`config.mk`:
```
export PLATFORM = sky130hd
export DESIGN_NAME = spi_slave_regbank
export DESIGN_NICKNAME = d
export VERILOG_FILES = /design/src/rtl/spi_slave_regbank.sv
export SDC_FILE = /design/constraint.sdc
export NUM_CORES = 1
export LEC_CHECK = 0
export ABC_CLOCK_PERIOD_IN_PS = 7950
export BUFFER_PORTS_ARGS = -buffer_cell sky130_fd_sc_hd__buf_2
export CAP_MARGIN = 20
export CORE_MARGIN = 4
export CORE_UTILIZATION = 30
export CTS_CLUSTER_DIAMETER = 30
export DETAILED_ROUTE_END_ITERATION = 10
export GPL_ROUTABILITY_DRIVEN = 0
export SLEW_MARGIN = 5
export SYNTH_ARGS = -nofsm -noshare
export SYNTH_HDL_FRONTEND = slang
export SYNTH_SLANG_ARGS = --single-unit
```
`constraint.sdc`:
```
create_clock -name clk -period 7.95 [get_ports clk]
set_input_delay 1.59 -clock clk [delete_from_list [all_inputs] [get_ports clk]]
set_output_delay 1.59 -clock clk [all_outputs]
set_load 0.02 [all_outputs]
```
`src/rtl/spi_slave_regbank.sv`:
```
// spi_slave_regbank
// 3-wire SPI responder with a NREGS x 8 register bank and a second local
// read/write port. SPI pins are asynchronous to clk and are oversampled.
// A frame is SEN low, 16 SCLK rises, MSB first: header {RW, 2'b00, addr[4:0]}
// followed by 8 data bits. RW=0 writes the bank; RW=1 makes the slave drive
// the addressed byte on SDIO.
//
// Ports
//   clk, nrst         system clock, synchronous active-low reset
//   sclk, sen         SPI clock (idle low) and active-low frame enable
//   sdio_in           SDIO pad input
//   sdio_out/sdio_oe  SDIO pad output value / output enable (1 = slave drives)
//   loc_addr/loc_we/loc_wdata  local write port
//   loc_rdata         local read data, 1-clk latency from loc_addr
//   spi_wr            1-clk pulse after an SPI write commits
//   spi_addr          address of the last accepted SPI header
//   loc_collide       1-clk pulse when loc_we lost to an SPI commit
//   frame_err         1-clk pulse on bad header bits or SEN rising mid-frame
//   busy              frame in progress
module spi_slave_regbank #(
    parameter int          SYNC_STAGES = 2,
    parameter int          NREGS       = 32,
    parameter logic [7:0]  RST_VAL     = 8'h00
) (
    input  logic       clk,
    input  logic       nrst,
    input  logic       sclk,
    input  logic       sen,
    input  logic       sdio_in,
    output logic       sdio_out,
    output logic       sdio_oe,
    input  logic [4:0] loc_addr,
    input  logic       loc_we,
    input  logic [7:0] loc_wdata,
    output logic [7:0] loc_rdata,
    output logic       spi_wr,
    output logic [4:0] spi_addr,
    output logic       loc_collide,
    output logic       frame_err,
    output logic       busy
);

    typedef enum logic [2:0] {IDLE, HDR, WDATA, RDATA, WAIT_END} state_t;

    state_t                 state_r, next_state_s;
    logic [SYNC_STAGES-1:0] sclk_sync_r, sen_sync_r, sdio_sync_r;
    logic [3:0]             bit_ctr_r;
    logic [6:0]             shift_r;
    logic [7:0]             rd_shift_r;
    logic [7:0]             bank_r [NREGS];

    logic       sclk_rise_s, sclk_fall_s, sen_rise_s, sen_fall_s, sdio_s;
    logic [7:0] frame_byte_s;
    logic       hdr_done_s, hdr_bad_s, commit_s, abort_s;

    function automatic logic in_range(input logic [4:0] a);
        return (int'(a) < NREGS);
    endfunction

    function automatic logic [7:0] rd_bank(input logic [4:0] a);
        return in_range(a) ? bank_r[a] : 8'h00;
    endfunction

    // Edges come from the two oldest synchronizer stages; data uses the oldest.
    assign sclk_rise_s  =  sclk_sync_r[SYNC_STAGES-2] & ~sclk_sync_r[SYNC_STAGES-1];
    assign sclk_fall_s  = ~sclk_sync_r[SYNC_STAGES-2] &  sclk_sync_r[SYNC_STAGES-1];
    assign sen_rise_s   =  sen_sync_r[SYNC_STAGES-2]  & ~sen_sync_r[SYNC_STAGES-1];
    assign sen_fall_s   = ~sen_sync_r[SYNC_STAGES-2]  &  sen_sync_r[SYNC_STAGES-1];
    assign sdio_s       = sdio_sync_r[SYNC_STAGES-1];
    assign frame_byte_s = {shift_r, sdio_s};
    assign busy         = (state_r != IDLE);

    // Pin synchronizers. SEN resets low so that a reset released while the
    // master still holds SEN low does not look like a new frame start.
    always_ff @(posedge clk) begin
        if (!nrst) begin
            sclk_sync_r <= '0;
            sen_sync_r  <= '0;
            sdio_sync_r <= '0;
        end else begin
            sclk_sync_r <= {sclk_sync_r[SYNC_STAGES-2:0], sclk};
            sen_sync_r  <= {sen_sync_r[SYNC_STAGES-2:0], sen};
            sdio_sync_r <= {sdio_sync_r[SYNC_STAGES-2:0], sdio_in};
        end
    end

    // Next-state and frame event decode; SEN rise overrides any SCLK edge.
    always_comb begin
        next_state_s = state_r;
        hdr_done_s   = 1'b0;
        hdr_bad_s    = (frame_byte_s[6:5] != 2'b00);
        commit_s     = 1'b0;
        abort_s      = 1'b0;
        case (state_r)
            IDLE: begin
                if (sen_fall_s) next_state_s = HDR;
                else            next_state_s = IDLE;
            end
            HDR: begin
                if (sen_rise_s) begin
                    abort_s      = 1'b1;
                    next_state_s = IDLE;
                end else if (sclk_rise_s && bit_ctr_r == 4'd7) begin
                    hdr_done_s = 1'b1;
                    if (hdr_bad_s)            next_state_s = WAIT_END;
                    else if (frame_byte_s[7]) next_state_s = RDATA;
                    else                      next_state_s = WDATA;
                end else begin
                    next_state_s = HDR;
                end
            end
            WDATA: begin
                if (sen_rise_s) begin
                    abort_s      = 1'b1;
                    next_state_s = IDLE;
                end else if (sclk_rise_s && bit_ctr_r == 4'd15) begin
                    commit_s     = 1'b1;
                    next_state_s = WAIT_END;
                end else begin
                    next_state_s = WDATA;
                end
            end
            RDATA: begin
                // Counter wraps to 0 on the 16th rise; the following fall ends
                // the drive window.
                if (sen_rise_s) begin
                    abort_s      = 1'b1;
                    next_state_s = IDLE;
                end else if (sclk_fall_s && bit_ctr_r == 4'd0) begin
                    next_state_s = WAIT_END;
                end else begin
                    next_state_s = RDATA;
                end
            end
            WAIT_END: begin
                if (sen_rise_s) next_state_s = IDLE;
                else            next_state_s = WAIT_END;
            end
            default: next_state_s = IDLE;
        endcase
    end

    // State register.
    always_ff @(posedge clk) begin
        if (!nrst) state_r <= IDLE;
        else       state_r <= next_state_s;
    end

    // Bit counter and receive shifter, cleared between frames.
    always_ff @(posedge clk) begin
        if (!nrst || state_r == IDLE) begin
            bit_ctr_r <= 4'd0;
            shift_r   <= 7'd0;
        end else if (sclk_rise_s && !sen_rise_s &&
                     (state_r == HDR || state_r == WDATA || state_r == RDATA)) begin
            bit_ctr_r <= bit_ctr_r + 4'd1;
            shift_r   <= frame_byte_s[6:0];
        end
    end

    // Status pulses, address latch and SDIO drive; read byte is snapshotted
    // at header completion so later local writes cannot disturb it.
    always_ff @(posedge clk) begin
        if (!nrst) begin
            spi_wr      <= 1'b0;
            frame_err   <= 1'b0;
            loc_collide <= 1'b0;
            spi_addr    <= 5'd0;
            rd_shift_r  <= 8'h00;
            sdio_oe     <= 1'b0;
            sdio_out    <= 1'b1;
        end else begin
            spi_wr      <= commit_s;
            frame_err   <= abort_s | (hdr_done_s & hdr_bad_s);
            loc_collide <= commit_s & loc_we;
            if (hdr_done_s && !hdr_bad_s) begin
                spi_addr   <= frame_byte_s[4:0];
                rd_shift_r <= rd_bank(frame_byte_s[4:0]);
            end
            if (state_r == RDATA && next_state_s == RDATA) begin
                if (sclk_fall_s) begin
                    sdio_oe    <= 1'b1;
                    sdio_out   <= rd_shift_r[7];
                    rd_shift_r <= {rd_shift_r[6:0], 1'b0};
                end
            end else begin
                sdio_oe  <= 1'b0;
                sdio_out <= 1'b1;
            end
        end
    end

    // Register bank; an SPI commit takes the write port ahead of loc_we.
    always_ff @(posedge clk) begin
        if (!nrst) begin
            for (int i = 0; i < NREGS; i++) bank_r[i] <= RST_VAL;
        end else if (commit_s) begin
            if (in_range(spi_addr)) bank_r[spi_addr] <= frame_byte_s;
        end else if (loc_we) begin
            if (in_range(loc_addr)) bank_r[loc_addr] <= loc_wdata;
        end
    end

    // Local read port.
    always_ff @(posedge clk) begin
        if (!nrst) loc_rdata <= 8'h00;
        else       loc_rdata <= rd_bank(loc_addr);
    end

endmodule

```
==> results.json <==
{
  "start_util": 0.3033,
  "grt.total_usage": 0.1673,
  "power_density_nw_per_um2": 257.8,
  "synth.area.top_cells": "edfxtp_1, mux4_2, nor4_1",
  "num_antenna_cells": 0,
  "crit_slowest_cell": "mux2i_4",
  "outcome": "finished, final reports clean",
  "relSlewSlack": 0.2223,
  "grt_pass1_vias": 11831,
  "finalSetupTns_ns": 0,
  "cts_sinks": 302,
  "cts_buffer_depth": 3,
  "htree_num_levels": 3,
  "rsz0062_at_grt": "false",
  "grt_max_degree": 74,
  "finalInstanceArea_um2": 20190,
  "avgSynthCellArea_um2": 13.47,
  "post_cts_resized": 0,
  "syn_inst": 1241,
  "worst_slack_ns": 3.059,
  "yosys_register_bits": 302,
  "routed_wl_mm": 50.88,
  "drt-met1-wl_mm": 21.41,
  "slew_viol_final": 0,
  "cp.required_ns": 8.28,
  "route.met2.wl_mm": 23.02,
  "first_pass_iters": 6,
  "die-width_um": 244.0,
  "areaGrowthSynthToFinish_pct": 20.83,
  "worst_pin_slew_ns": 1.137,
  "worst_path_most_repeated_cell": "buf_4",
  "nNetsFinal": 1264,
  "numCtsBuffers": 73,
  "finalCritPeriodShare": 0.6152,
  "ctsHoldBuffers": 0,
  "hold_viol": 0,
  "rrSetupSlack_ns": 4.06,
  "drive_gt1_frac": 0.3200,
  "synth_flop_cell": "edfxtp_1",
  "yosys.area.top_type": "edfxtp_1",
  "clock_skew_ns": 0.02219,
  "clk_latency_ns": 0.59,
  "worstPathCellList": "buf_2 -> buf_4 -> nand2_1 -> a21oi_4 -> mux2i_4 -> buf_4 -> o31ai_1 -> clkbuf_2",
  "met3WireLength_mm": 4.998,
  "die_h_um": 244.0,
  "vias_per_cell": 5.901,
  "fin_crit_ns": 4.891,
  "place_ws_ns": 2.360,
  "clk_pin_slew_ns": 0.05,
  "yosysMostFrequentCell": "edfxtp_1",
  "synth_common_cells": "edfxtp_1, nor4_1, mux4_2",
  "dp_hpwl_mm": 31.89,
  "cp-end-kind": "flip-flop",
  "cts_tree": "done",
  "dpl-instance-area_um2": 17580,
  "cts_setup_buffers": 0,
  "ys_seq_area_frac": 0.5151,
  "syn_area_um2": 16710,
  "antenna_found_initial": 0,
  "ir_drop_v": 0.0001411,
  "wire_per_inst_um": 24.80,
  "fillers": 5242,
  "cpPeakStageDelay_ns": 1.02,
  "synth.net_count": 1262,
  "top_layer": "met4",
  "holdCritPathClass": "reg -> reg",
  "rows": 86,
  "drtIter0Drc": 1498,
  "dieArea_um2": 59540,
  "synth_edf_count": 256,
  "critical_path.startpoint_type": "input port",
  "io_buffers": 37,
  "synth_top_area_share": 0.4600,
  "synth_cell_type_count": 56,
  "dp_cells": 1903,
  "instances_no_fill": 2051,
  "antenna_violating_nets_post_route": 0,
  "max_cap_violations": 0,
  "p_leak_nw": 6.402,
  "critical_path_class": "in -> reg",
  "core_um2": 55090,
  "setup_viol": 0,
  "max_freq_mhz": 204.5,
  "timing.rr.start": "state_r[2]$_SDFF_PN0_",
  "r2r_cells": 7,
  "post-route-util": 0.3665,
  "gr-total-overflow": 0,
  "grt_pass1_wl_mm": 76.78,
  "async_flop_share": 0,
  "whs_endpoint": "sdio_sync_r[1]$_SDFF_PN0_",
  "crit_fanout": 49,
  "ys_warn_count": 0,
  "worstPathArrival_ns": 5.22,
  "cts_root_buf": "clkbuf_16",
  "min-delay-start": "sdio_sync_r[0]$_SDFF_PN0_",
  "io-pin-count": 38,
  "hold_depth": 1,
  "vias": 12103,
  "r2r_end": "bank_r[21][3]$_SDFFCE_PN0P_",
  "drcViolationCount": 0
}
placed cells by master, fill, tap and decap left out, types with 3 or more instances in the layout:
cell / n
nand3_1: 6
nand4_1: 4
and3_1: 5
nor4_1: 231
nor2_1: 31
a21oi_1: 14
a211o_1: 5
buf_4: 45
a221oi_1: 4
clkbuf_16: 75
clkinv_1: 12
clkbuf_8: 4
inv_1: 12
bufinv_16: 11
nand2_1: 42
a211oi_1: 11
clkinvlp_4: 7
mux2i_4: 14
nor3_1: 4
dfxtp_1: 43
clkbuf_2: 3
dfxtp_4: 3
mux4_2: 117
edfxtp_1: 256
buf_2: 51
o311a_1: 6
inv_6: 3
nor2b_1: 41
nand2b_1: 4
clkbuf_1: 5
o21ai_0: 16
o31ai_1: 32
mux2i_1: 56
clkinv_2: 14
mux2_2: 17
and2_1: 7
nor4_2: 36
a2111oi_0: 19
clkinv_8: 3
metal layers:
layer | vias to the layer above | GRT usage
li1 | 5180 | -
met1 | 6107 | 0.2377
met2 | 718 | 0.2547
met3 | 98 | 0.03531
met4 | 0 | 0.05890
met5 | - | 0
stage by stage:
stage	power, mW	hold WS [ns]
after CTS	5.227	0.4384
after global placement	2.165	0.4370
after detailed placement	2.173	0.4293
after global routing	5.351	0.4569
final	5.206	0.4349
after floorplan	2.050	0.4119
worst max-delay path: cells and delay by family:
family,cells,cell delay (ns)
AOI/OAI and AO/OA,2,0.90
and+or+nand+nor,1,0.19
muxes,1,1.02
buffers and inverters,4,1.45
kinds of logic after synthesis:
family	share of synthesized area
xor+xnor	0.001573
compound gates	0.05571
mux	0.2120
flops	0.5151
buf+inv	0.05323
fa+ha+maj	0.001497
simple gates	0.1608
worst max-delay path by stage:
stage	to	cells after the start	startpoint
after floorplan	bank_r[9][0]$_SDFFCE_PN0P_	7	loc_addr[0]
after global placement	bank_r[15][0]$_SDFFCE_PN0P_	7	nrst
after detailed placement	bank_r[15][0]$_SDFFCE_PN0P_	7	nrst
after CTS	bank_r[15][4]$_SDFFCE_PN0P_	7	nrst
after global routing	bank_r[26][3]$_SDFFCE_PN0P_	8	nrst
final	bank_r[21][3]$_SDFFCE_PN0P_	8	nrst
final cells by class:
cell class	count	area [um2]	area share
Tap cell	748	935.9	0.04635
Sequential cell	302	8620	0.4269
Clock inverter	51	581.8	0.02881
Inverter	12	45.04	0.002231
Timing Repair Buffer	103	650.6	0.03222
Multi-Input combinational cell	751	7408	0.3669
Clock buffer	84	1951	0.09660
power by group:
group          switching, mW  internal [mW]
Clock                  0.945           2.10
Combinational          0.220          0.124
Sequential            0.0393           1.77
sequential cells by signal (all words and copies together), names as in the netlist:
signal       count
shift_r          7
sdio_sync_r      2
rd_shift_r       8
frame_err        1
sen_sync_r       2
sclk_sync_r      2
state_r          3
loc_rdata        8
sdio_oe          1
spi_wr           1
loc_collide      1
bank_r         256
bit_ctr_r        4
spi_addr         5
sdio_out         1
(Power assumes the default switching activity.)
